--- config.mk ---
export PLATFORM = sky130hd
export DESIGN_NAME = uart_cmd_responder
export DESIGN_NICKNAME = d
export VERILOG_FILES = /design/src/rtl/quad_cmd_pkg.sv /design/src/rtl/uart_rx_byte.sv /design/src/rtl/uart_cmd_responder.sv
export SDC_FILE = /design/constraint.sdc
export NUM_CORES = 1
export LEC_CHECK = 0
export ABC_AREA = 1
export BUFFER_PORTS_ARGS = -buffer_cell sky130_fd_sc_hd__buf_4
export CORE_UTILIZATION = 55
export CTS_CLUSTER_SIZE = 10
export DETAILED_ROUTE_END_ITERATION = 7
export PLACE_DENSITY = 0.83
export SLEW_MARGIN = 20
export SYNTH_ARGS = -nofsm -noshare
export SYNTH_HDL_FRONTEND = slang
export SYNTH_SLANG_ARGS = --single-unit
--- constraint.sdc ---
create_clock -name clk -period 3.46 [get_ports clk]
set_clock_uncertainty 0.05 [all_clocks]
set_input_delay 0.173 -clock clk [delete_from_list [all_inputs] [get_ports clk]]
set_output_delay 0.173 -clock clk [all_outputs]
set_load 0.03 [all_outputs]
--- src/rtl/quad_cmd_pkg.sv ---
// Shared opcodes, response codes and state types for the host command link.
package quad_cmd_pkg;

   localparam int BAUD_DIV_DEFAULT = 2604;

   localparam logic [7:0] SET_PITCH    = 8'h02;
   localparam logic [7:0] SET_ROLL     = 8'h03;
   localparam logic [7:0] SET_YAW      = 8'h04;
   localparam logic [7:0] SET_THRST    = 8'h05;
   localparam logic [7:0] CALIBRATE    = 8'h06;
   localparam logic [7:0] E_LAND       = 8'h07;
   localparam logic [7:0] MOTORS_OFF   = 8'h08;
   localparam logic [7:0] RESP_POS_ACK = 8'hA5;

   typedef enum logic [1:0] {IDLE, WAIT_HI, WAIT_LO} asm_state_t;
   typedef enum logic [1:0] {RX_IDLE, RX_START, RX_DATA, RX_STOP} rx_state_t;

endpackage

--- src/rtl/uart_rx_byte.sv ---
// UART byte receiver: 2-flop sync, start-bit edge detect, centre sampling,
// byte_rdy on a good stop bit, frm_err on a low stop bit.
module uart_rx_byte
   import quad_cmd_pkg::*;
#(
   parameter int BAUD_DIV = BAUD_DIV_DEFAULT
) (
   input  logic       clk,
   input  logic       rst,
   input  logic       RX,
   output logic [7:0] rx_byte,
   output logic       byte_rdy,
   output logic       frm_err,
   output logic       busy
);

   localparam int CW = $clog2(BAUD_DIV) + 1;
   localparam logic [CW-1:0] BIT_LAST  = CW'(BAUD_DIV - 1);
   localparam logic [CW-1:0] HALF_LAST = CW'(BAUD_DIV / 2 - 1);

   rx_state_t       state;
   logic            rx_s1, rx_s2, rx_s3;
   logic [CW-1:0]   cnt;
   logic [3:0]      bit_cnt;
   logic [7:0]      shift;

   assign busy = (state != RX_IDLE);

   always_ff @(posedge clk) begin
      if (rst) begin
         rx_s1    <= 1'b1;
         rx_s2    <= 1'b1;
         rx_s3    <= 1'b1;
         state    <= RX_IDLE;
         cnt      <= '0;
         bit_cnt  <= '0;
         shift    <= '0;
         rx_byte  <= '0;
         byte_rdy <= 1'b0;
         frm_err  <= 1'b0;
      end else begin
         rx_s1    <= RX;
         rx_s2    <= rx_s1;
         rx_s3    <= rx_s2;
         byte_rdy <= 1'b0;
         frm_err  <= 1'b0;
         case (state)
            RX_IDLE: begin
               cnt <= '0;
               if (rx_s3 && !rx_s2) state <= RX_START;
            end
            RX_START: begin
               // A start bit that is high again at half-bit is a glitch
               if (cnt == HALF_LAST) begin
                  cnt     <= '0;
                  bit_cnt <= '0;
                  state   <= rx_s2 ? RX_IDLE : RX_DATA;
               end else begin
                  cnt <= cnt + 1'b1;
               end
            end
            RX_DATA: begin
               if (cnt == BIT_LAST) begin
                  cnt   <= '0;
                  shift <= {rx_s2, shift[7:1]};
                  if (bit_cnt == 4'd7) state <= RX_STOP;
                  else                 bit_cnt <= bit_cnt + 1'b1;
               end else begin
                  cnt <= cnt + 1'b1;
               end
            end
            RX_STOP: begin
               if (cnt == BIT_LAST) begin
                  cnt   <= '0;
                  state <= RX_IDLE;
                  if (rx_s2) begin
                     rx_byte  <= shift;
                     byte_rdy <= 1'b1;
                  end else begin
                     frm_err <= 1'b1;
                  end
               end else begin
                  cnt <= cnt + 1'b1;
               end
            end
            default: state <= RX_IDLE;
         endcase
      end
   end

endmodule

--- src/rtl/uart_cmd_responder.sv ---
// Host command link: 3-byte frame assembler over UART RX plus 1-byte response TX.
// Optional inter-byte timeout enabled by defining UART_CMD_RX_TIMEOUT_EN.
module uart_cmd_responder
   import quad_cmd_pkg::*;
#(
   parameter int BAUD_DIV    = BAUD_DIV_DEFAULT,
   parameter int TIMEOUT_CYC = 130000
) (
   input  logic        clk,
   input  logic        rst,
   input  logic        RX,
   output logic        TX,
   output logic [7:0]  cmd,
   output logic [15:0] data,
   output logic        cmd_rdy,
   input  logic        clr_cmd_rdy,
   output logic        overrun,
   output logic        frm_err,
   input  logic [7:0]  resp,
   input  logic        send_resp,
   output logic        tx_busy,
   output logic        resp_sent
);

   localparam int CW = $clog2(BAUD_DIV) + 1;
   localparam logic [CW-1:0] BIT_LAST = CW'(BAUD_DIV - 1);
   localparam logic [CW-1:0] BIT_PRE  = CW'(BAUD_DIV - 2);

   logic [7:0] rx_byte;
   logic       byte_rdy, rx_busy;

   uart_rx_byte #(.BAUD_DIV(BAUD_DIV)) u_rx (
      .clk      (clk),
      .rst      (rst),
      .RX       (RX),
      .rx_byte  (rx_byte),
      .byte_rdy (byte_rdy),
      .frm_err  (frm_err),
      .busy     (rx_busy)
   );

   asm_state_t state;
   logic [7:0] cmd_tmp, hi_tmp;

`ifdef UART_CMD_RX_TIMEOUT_EN
   localparam int TW = $clog2(TIMEOUT_CYC) + 1;
   localparam logic [TW-1:0] TO_LAST = TW'(TIMEOUT_CYC - 1);
   logic [TW-1:0] to_cnt;

   always_ff @(posedge clk) begin
      if (rst || state == IDLE || rx_busy) to_cnt <= '0;
      else if (to_cnt != TO_LAST)          to_cnt <= to_cnt + 1'b1;
   end
`else
   logic unused_to;
   assign unused_to = rx_busy ^ (TIMEOUT_CYC == 0);
`endif

   always_ff @(posedge clk) begin
      if (rst) begin
         state   <= IDLE;
         cmd_tmp <= '0;
         hi_tmp  <= '0;
         cmd     <= '0;
         data    <= '0;
         cmd_rdy <= 1'b0;
         overrun <= 1'b0;
      end else begin
         overrun <= 1'b0;
         // Clear first so a completing frame in the same cycle wins
         if (clr_cmd_rdy) cmd_rdy <= 1'b0;
         if (frm_err) begin
            state <= IDLE;
         end else if (byte_rdy) begin
            case (state)
               IDLE: begin
                  cmd_tmp <= rx_byte;
                  state   <= WAIT_HI;
               end
               WAIT_HI: begin
                  hi_tmp <= rx_byte;
                  state  <= WAIT_LO;
               end
               WAIT_LO: begin
                  cmd     <= cmd_tmp;
                  data    <= {hi_tmp, rx_byte};
                  cmd_rdy <= 1'b1;
                  overrun <= cmd_rdy;
                  state   <= IDLE;
               end
               default: state <= IDLE;
            endcase
         end
`ifdef UART_CMD_RX_TIMEOUT_EN
         else if (state != IDLE && to_cnt == TO_LAST) begin
            state <= IDLE;
         end
`endif
      end
   end

   logic [CW-1:0] tx_cnt;
   logic [3:0]    tx_bit;
   logic [8:0]    tx_shift;

   always_ff @(posedge clk) begin
      if (rst) begin
         TX        <= 1'b1;
         tx_busy   <= 1'b0;
         resp_sent <= 1'b0;
         tx_cnt    <= '0;
         tx_bit    <= '0;
         tx_shift  <= '1;
      end else begin
         resp_sent <= 1'b0;
         if (!tx_busy) begin
            TX <= 1'b1;
            if (send_resp) begin
               tx_busy  <= 1'b1;
               TX       <= 1'b0;
               tx_shift <= {1'b1, resp};
               tx_cnt   <= '0;
               tx_bit   <= '0;
            end
         end else if (tx_cnt == BIT_LAST) begin
            tx_cnt <= '0;
            if (tx_bit == 4'd9) begin
               tx_busy <= 1'b0;
               TX      <= 1'b1;
            end else begin
               tx_bit   <= tx_bit + 1'b1;
               TX       <= tx_shift[0];
               tx_shift <= {1'b1, tx_shift[8:1]};
            end
         end else begin
            tx_cnt <= tx_cnt + 1'b1;
            // Registered, so it is visible during the final stop-bit cycle
            if (tx_bit == 4'd9 && tx_cnt == BIT_PRE) resp_sent <= 1'b1;
         end
      end
   end

endmodule
# Word level (Yosys, flattened, before mapping)
# Index checks and enable logic that the tools add are counted.
# Widths: inputs -> output; s select.
# classes
n_bitwise	6
n_mux	41
n_eq_ne	19
addsub	4
reduce_logical	20
# ops
cell	count
$mux 13	5
$eq 13x12->1 const B	3
$pmux 13 s3	1
$mux 9	4
$mux 4	7
$add 13x1->13 const B	2
$mux 1	15
$reduce_and 3->1	5
$eq 13x11->1 const B	1
$mux 2	6
$ne 2x1->1 const B	6
$add 4x1->4 const B	2
$pmux 2 s4	1
$pmux 4 s2	1
$eq 2x2->1 const B	3
$not 1->1	6
$reduce_or 3->1	2
$reduce_and 5->1	1
$eq 2x1->1 const B	2
$eq 4x3->1 const B	1
$eq 4x4->1 const B	1
$logic_not 2->1	2
$ne 2x2->1 const B	2
$pmux 2 s2	1
other kinds (7)	10
# word_totals
out_inout_bits	30
in_bits	13
reg_bits	113

# Depth between registers and ports, before layout
# Gate-level depths: netlist (run 1).
# logic_depth
word_depth	4
depth_mapped	11
depth_no_buf	11

# Modules after synthesis
# From an unflattened synthesis (run 1), not the netlist that was laid out.
# unflattened
hier_cells	709
hier_area_um2	4984.8
# by_module_without_submodules
mod	area_each_um2	n_inst	seq_area_each_um2	cells_each
uart_cmd_responder	3143.0	1	1441.4	445
uart_rx_byte	1841.8	1	800.8	264

# Worst setup path before layout (run 1)
# No wires, ideal clock.
# synth_timing
path_type	flip-flop to flip-flop
start	reg tx_busy
end	reg tx_shift[7]
slack_ps	1894
arrival_ps	1399
path_stages_with_launch	10
n_path_buf	2
cell_sequence	dfxtp_1 > buf_2 > nor2_4 > inv_1 > nand2_1 > inv_1 > nand2_4 > buf_6 > a21oi_1 > nand2_1
# synth_between
elab_chain_len	2
# synth_rtl
element	line_no	source
start: declaration	uart_cmd_responder.sv:21	output logic tx_busy,
start signal: assignment	uart_cmd_responder.sv:109	tx_busy <= 1'b0;
start signal: assignment	uart_cmd_responder.sv:119	tx_busy <= 1'b1;
start signal: assignment	uart_cmd_responder.sv:128	tx_busy <= 1'b0;
$ne 2x2->1 (no line) (tied with other cells)	n/a	
$reduce_and 3->1 (no line)	n/a	
end signal: assignment	uart_cmd_responder.sv:121	tx_shift <= {1'b1, resp};
end signal: assignment	uart_cmd_responder.sv:133	tx_shift <= {1'b1, tx_shift[8:1]};
end: declaration	uart_cmd_responder.sv:104	logic [8:0] tx_shift;
# Several ways; a longest one is shown, not always the timed one.
# A chain may end at the register's enable or synchronous reset.

# Worst setup path in the final report (run 1)
# Same ends and word-level chain as after synthesis.

==> results of run 1 <==
worst max-delay path by stage:
stage,from,to
final,tx_busy,tx_shift[7]
after global routing,tx_busy,tx_shift[7]
after CTS,tx_busy,tx_shift[7]
after detailed placement,tx_busy,tx_shift[7]
after global placement,tx_busy,tx_shift[7]
after floorplan,tx_busy,tx_shift[7]
final cells by class:
type                    instances  area [um2]  area share
multi-input cells             417        2060       0.389
well taps                     105         131      0.0248
clock inverters                 7        82.6      0.0156
inverters                      76         287      0.0541
repair buffers                 48         368      0.0694
clock buffers                   9         124      0.0234
flip-flops and latches        112        2240       0.423
through the flow:
step	utilization	cells	worst slack (ns)
final	0.642	774	1.52
after global routing	0.642	774	1.35
after CTS	0.642	774	1.52
after detailed placement	0.613	755	1.55
after global placement	0.613	755	1.65
after floorplan	-	627	1.89
cells in the mapped netlist (2+ instances only):
master,number,area share
dfxtp_1,112,0.48
nand2_1,112,0.089
a21oi_1,74,0.079
inv_1,68,0.054
nor2_1,68,0.054
o21ai_0,68,0.072
nand3_1,39,0.042
clkbuf_1,14,0.011
xor2_1,10,0.019
ha_1,7,0.019
nor3_1,7,0.0075
nand4_1,6,0.0080
inv_2,5,0.0040
nor2_2,4,0.0053
buf_2,3,0.0032
buf_6,3,0.0072
or2_2,3,0.0040
clkinv_1,2,0.0016
nand2_4,2,0.0048
nand3_4,2,0.0075
nor2_4,2,0.0048
nor4_1,2,0.0027
xnor2_1,2,0.0037
critical path: stages, from the launching register on:
cell and delay (ns):
dfxtp_1 0.82, nor2_4 0.19, inv_1 0.12, nand2_1 0.06
inv_1 0.13, nand2_4 0.13, inv_2 0.17, o21ai_0 0.12
nand2_1 0.10
state kept, by name (all words and copies together), names as in the netlist, 2 cells and up, named ones only:
register      flops
state             2
u_rx.cnt         13
u_rx.rx_byte      8
u_rx.shift        8
tx_shift          8
tx_bit            4
data             16
cmd_tmp           8
cmd               8
tx_cnt           13
hi_tmp            8
u_rx.bit_cnt      4
power breakdown:
part	total [mW]	switching, mW	internal [mW]
logic	0.151	0.0969	0.0539
clock network	0.777	0.487	0.290
registers	1.33	0.0205	1.31
total	2.26	0.604	1.65
routing by layer:
metal / up-vias / GRT usage
met5: - / 0
met1: 1838 / 0.263
met2: 91 / 0.381
met4: 0 / 0.0745
met3: 12 / 0.0499
li1: 2098 / -
cell families (layout without fill, tap and decap cells):
family | Yosys count | count (layout) | synth area share
buffers and inverters | 98 | 140 | 0.0849
adders and majority gates | 7 | 7 | 0.0186
xor gates and xnor gates | 12 | 12 | 0.0224
DFF | 112 | 112 | 0.477
and+or+nand+nor | 252 | 252 | 0.239
AOI/OAI and AO/OA | 146 | 146 | 0.158
==> summary.txt, run 1 <==
Detailed routing
  • Vias: 4039
  • DRT Pass-1 Iters: 4
  • Met2 Routed Length: 4.28 mm
  • Met3 wire length: 420 um
  • DR WL/cell: 11.7 um
  • Initial DRC count: 235
  • Final wirelength: 9.05 mm
  • Metal1 wirelength: 4.22 mm
  • Post-route ant nets: 0
  • Residual DRC: 0
  • Vias/cell: 5.22
  • Top layer in use: met4

Clock tree
  • Clk slew on worst S/H paths: 0.11 ns
  • CTS sink count: 112
  • Hold_buf cts: 3
  • CTS Buffer Depth: 2
  • CTS tree: yes
  • Clock Latency Late Sink: 0.38 ns
  • PostCTS Resize Cnt: 0
  • H-tree levels: 3
  • Post-CTS setup buffer count: 0
  • Cts bufs inserted: 9
  • Clk root buf: clkbuf_8

GRT
  • First-pass GRT wire length: 15.5 mm
  • Initial antenna violation count: 0
  • Total GRT Usage: 0.218
  • Largest net degree at the start of global routing: 47
  • Total grt overflow: 0
  • Vias in the first global route: 3723

Synth
  • Register area share after synthesis: 0.477
  • Count of cell types in the netlist: 35
  • Async S/R FF share, synth: 0
  • Syn_area_per_cell: 7.50 um2
  • Post-Syn Area: 4700 um2
  • Mapped Nets: 647
  • Post-synth EDFFs: 0
  • Synth warn: 0
  • FF+latch count, synth: 112
  • Ys flop type: dfxtp_1
  • Mapped Cells: 627

Place
  • DP HPWL: 6.42 mm
  • Port Buf Inserts: 42
  • Global placement routability congestion: 0.874
  • Placed Area: 5060 um2

STA
  • Tmin final: 1.94 ns
  • Fin Hold WS: 0.0203 ns
  • Final Setup Violations: 0
  • Slew Limit Headroom: 0.504
  • Tightest Pin Transition: 0.743 ns
  • RSZ-0062 raised after global routing: no
  • Final Slew Violations: 0
  • Max frequency: 515 MHz
  • Final hold vios: 0
  • Tcrit/Tclk final: 0.561
  • Setup TNS: 0 ns

Setup path
  • Critical path peak fanout: 19
  • Setup crit start kind: register
  • Depth of the worst register-to-register path: 8
  • WP data required: 3.74 ns
  • Reg2reg setup slack: 1.52 ns
  • FF-to-FF Start: tx_busy
  • Crit Path Category: reg2reg
  • Worst setup EP type: register
  • Arrival @ worst endpoint: 2.22 ns
  • Reg2reg end: tx_shift[7]

Power and ir drop
  • Power Total: 2.26 mW
  • Leak: 2.14 nW
  • Cell Pwr Density: 426 nW/um2
  • Max VDD drop: 0.000216 V

Min path
  • Hold Path Origin: resp[4]
  • WHS Endpoint: tx_shift[4]
  • Hold path cells: 5
  • Worst Hold Class: in2reg

Final layout
  • Fill cell count: 732
  • Most frequent cells in the layout: dfxtp_1 (112), nand2_1 (112), a21oi_1 (74)
  • P&R area growth vs syn: 12.7%
  • Ant. Diodes: 0
  • Design area: 5300 um2
  • Nets@finish: 684
  • Share of cells above drive strength 1: 0.129

Die
  • I/O pins: 43
  • Initial Util: 0.569
  • Chip Height: 94.5 um
  • Die area: 8920 um2
  • Total core area: 8260 um2
  • Row cnt: 33
  • Die width: 94.5 um

Job
  • Max-cap viol count: 0

Run status
  • Status: finished, final reports clean
(Power assumes the default switching activity.)
==> inputs of run 2 (changes only) <==
--- a/config.mk
+++ b/config.mk
@@ -5,12 +5,12 @@
 export SDC_FILE = /design/constraint.sdc
 export NUM_CORES = 1
 export LEC_CHECK = 0
-export ABC_AREA = 1
+export ABC_AREA = 0
 export BUFFER_PORTS_ARGS = -buffer_cell sky130_fd_sc_hd__buf_4
 export CORE_UTILIZATION = 55
 export CTS_CLUSTER_SIZE = 10
 export DETAILED_ROUTE_END_ITERATION = 7
-export PLACE_DENSITY = 0.83
+export PLACE_DENSITY = 0.82
 export SLEW_MARGIN = 20
 export SYNTH_ARGS = -nofsm -noshare
 export SYNTH_HDL_FRONTEND = slang
==> constraint.sdc (replaced) <==
create_clock -name clk -period 1.94 [get_ports clk]
set_clock_uncertainty 0.05 [all_clocks]
set_input_delay 0.097 -clock clk [delete_from_list [all_inputs] [get_ports clk]]
set_output_delay 0.097 -clock clk [all_outputs]
set_load 0.03 [all_outputs]
==> summary.txt, run 2 <==
Final layout
  • Biggest register: data (unchanged)
  • Fill cell count: 684 (was 732)
  • Nets@finish: 671 (was 684)
  • Layout Cells excl Fill: 764 (was 774)
  • Ant. Diodes: 0 (unchanged)
  • Multi-input gate area: 2470 um2 (was 2060 um2)
  • Sequential cell area: 2250 um2 (was 2240 um2)
  • Max reg flops: 16 (unchanged)
  • Biggest regs: data x16, tx_cnt x13, u_rx.cnt x13 (unchanged)
  • Most frequent cells in the layout: dfxtp_1 (106), nand2_1 (88), buf_4 (81) (was dfxtp_1 (112), nand2_1 (112), a21oi_1 (74))
  • Core Util, Final: 0.671 (was 0.642)
  • P&R area growth vs syn: 19.0% (was 12.7%)
  • Share of cells above drive strength 1: 0.195 (was 0.129)
  • Most common cell after layout, fill and taps aside: dfxtp_1

STA
  • Final hold vios: 0 (unchanged)
  • RSZ-0062 raised after global routing: yes (was no)
  • Final Slew Violations: 0 (unchanged)
  • Slew Limit Headroom: 0.659 (was 0.504)
  • Tcrit/Tclk final: 1.04 (was 0.561)
  • Fin Hold WS: 0.0467 ns (was 0.0203 ns)
  • Max frequency: 496 MHz (was 515 MHz)
  • Final Setup Violations: 15 (was 0)
  • Tightest Pin Transition: 0.507 ns (was 0.743 ns)
  • Tmin final: 2.02 ns (was 1.94 ns)
  • Final WS setup: -0.0756 ns (was 1.52 ns)

Synth
  • FF+latch count, synth: 112 (unchanged)
  • Cell taking the most area after synthesis: dfxtp_1 (unchanged)
  • Syn_area_per_cell: 8.27 um2 (was 7.50 um2)
  • Mapped Cells: 592 (was 627)
  • Register area share after synthesis: 0.458 (was 0.477)
  • Top cells by count, synth: dfxtp_1 (112), nand2_1 (88), a21oi_1 (59) (was dfxtp_1 (112), nand2_1 (112), a21oi_1 (74))
  • Top cell type's share of synthesized area: 0.458 (was 0.477)
  • Synth warn: 0 (unchanged)
  • Ys flop type: dfxtp_1 (unchanged)
  • Async S/R FF share, synth: 0 (unchanged)
  • Post-synth EDFFs: 0 (unchanged)
  • Post-Syn Area: 4900 um2 (was 4700 um2)
  • Count leader, synth: dfxtp_1
  • Top cells by area, synth: dfxtp_1 (46%), nand2_1 (6.7%), a21oi_1 (6.0%) (was dfxtp_1 (48%), nand2_1 (8.9%), a21oi_1 (7.9%))
  • Count of cell types in the netlist: 51 (was 35)
  • Mapped Nets: 612 (was 647)

Setup path
  • Arrival @ worst endpoint: 2.29 ns (was 2.22 ns)
  • Slowest cell on the critical path: or4b_4 (was dfxtp_1)
  • Worst path bufs/invs: 1 (was 3)
  • Worst setup EP type: register (unchanged)
  • Crit Path Category: reg2reg (unchanged)
  • Critical path peak fanout: 15 (was 19)
  • Crit-path leading delay family: simple AND/OR/NAND/NOR gates (was flip-flops)
  • CP cell instances: or4b_4 -> or4_4 -> buf_12 -> a22o_1 -> o21ai_1 (was nor2_4 -> inv_1 -> nand2_1 -> inv_1 -> nand2_4 -> inv_2 -> o21ai_0 -> nand2_1)
  • Biggest cell delay along the critical path: 0.54 ns (was 0.82 ns)
  • WP data required: 2.21 ns (was 3.74 ns)
  • Setup crit start kind: register (unchanged)

Place
  • Port Buf Inserts: 42 (unchanged)
  • DP HPWL: 7.15 mm (was 6.42 mm)
  • Global placement routability congestion: 0.880 (was 0.874)
  • Placed Instances: 742 (was 755)

Die
  • Initial Util: 0.564 (was 0.569)
  • Die width: 96.4 um (was 94.5 um)
  • Chip Height: 96.4 um (was 94.5 um)
  • I/O pins: 43 (unchanged)
  • Die area: 9290 um2 (was 8920 um2)
  • Total core area: 8680 um2 (was 8260 um2)
  • Row cnt: 34 (was 33)

Clock tree
  • CTS sink count: 112 (unchanged)
  • CTS Buffer Depth: 2 (unchanged)
  • H-tree levels: 3 (unchanged)
  • Clk slew on worst S/H paths: 0.11 ns (about the same)
  • Clk root buf: clkbuf_8 (unchanged)
  • Cts bufs inserted: 9 (unchanged)
  • Clock Latency Late Sink: 0.38 ns (about the same)
  • CTS tree: yes (unchanged)

Power and ir drop
  • Max VDD drop: 0.000478 V (was 0.000216 V)
  • Cell Pwr Density: 687 nW/um2 (was 426 nW/um2)
  • Power Total: 4.00 mW (was 2.26 mW)
  • Leak: 2.09 nW (was 2.14 nW)

Run status
  • Failing checks: negative setup slack
  • Status: complete, but fails checks (was finished, final reports clean)

Detailed routing
  • Final wirelength: 10.5 mm (was 9.05 mm)
  • DR WL/cell: 13.7 um (was 11.7 um)
  • Residual DRC: 0 (unchanged)
  • DRT Pass-1 Iters: 4 (unchanged)
  • Vias: 4383 (was 4039)
  • Vias/cell: 5.74 (was 5.22)
  • Initial DRC count: 209 (was 235)
  • Post-route ant nets: 0 (unchanged)

GRT
  • Met1 Use GR: 0.298 (was 0.263)
  • Largest net degree at the start of global routing: 51 (was 47)
  • Initial antenna violation count: 0 (unchanged)
  • Total GRT Usage: 0.245 (was 0.218)
  • Total grt overflow: 0 (unchanged)
  • Met2 Use GR: 0.427 (was 0.381)
  • First-pass GRT wire length: 18.0 mm (was 15.5 mm)
  • Grt peak-use layer: met2 (unchanged)
  • Met3 Usage GRT: 0.0482 (was 0.0499)
  • Vias in the first global route: 4112 (was 3723)

Job
  • Max-cap viol count: 0 (unchanged)

Min path
  • Worst Hold Class: in2reg (unchanged)
[run 2: routing by layer]
layer  vias up  wire length [um]  share of wire
li1       2212                 -              -
met1      2040              4700           0.45
met2       115              5090           0.49
met3        16               477          0.046
met4         0               188          0.018
met5         -                 0              0
[run 2: power breakdown]
| group | internal [mW] | switching, mW |
|---|---|---|
| clock | 0.529 | 0.898 |
| sequential | 2.32 | 0.0167 |
| combinational | 0.102 | 0.136 |
| total | 2.95 | 1.05 |
[run 2: kinds of logic after synthesis]
family | count (synthesis) | synth area share
and+or+nand+nor | 253 | 0.256
AOI/OAI and AO/OA | 138 | 0.172
DFF | 112 | 0.458
buffers and inverters | 58 | 0.0491
muxes | 15 | 0.0309
xor gates and xnor gates | 9 | 0.0161
adders and majority gates | 7 | 0.0179
[run 2: area by class of cell]
| cell class | instances | area share |
|---|---|---|
| clock buffers | 9 | 0.0213 |
| clock inverters | 7 | 0.0161 |
| inverters | 19 | 0.0122 |
| multi-input cells | 422 | 0.425 |
| flip-flops and latches | 112 | 0.386 |
| well taps | 108 | 0.0232 |
| repair buffers | 87 | 0.116 |
[run 2: worst register-to-register path: stages (launching register included)]
cell and delay (ns):
dfxtp_2 0.34, or4b_4 0.54, or4_4 0.51, buf_12 0.19, a22o_1 0.19, o21ai_1 0.13
[run 2: path summary, 6_finish.rpt]
check / start / slack (ns) / to / cells past startpoint
max: tx_cnt[7] / -0.08 / tx_shift[3] / 5
min reg2reg: u_rx.rx_s1 / 0.38 / u_rx.rx_s2 / 1
max reg2reg: tx_cnt[7] / -0.08 / tx_shift[3] / 5
min: resp[6] / 0.05 / tx_shift[6] / 4
[run 2: what timing repair did]
action | CTS | global route
endpoints found under the setup margin | 24 | 26
pin swaps | 3 | 2
gates cloned | 0 | 0
endpoints found under the hold margin | 4 | 1
gates resized for setup | 2 | 5
hold buffers | 4 | 1
buffers inserted | 0 | 1
[run 2: stage by stage]
| stage | cell area [um2] | setup TNS (ns) | worst slack [ns] |
|---|---|---|---|
| after floorplan | 4940 | -1.02 | -0.0776 |
| after global placement | 5530 | -0.469 | -0.0588 |
| after detailed placement | 5530 | -1.23 | -0.108 |
| after CTS | 5800 | -0.649 | -0.0798 |
| after global routing | 5830 | -1.65 | -0.131 |
| final | 5830 | -0.603 | -0.0756 |
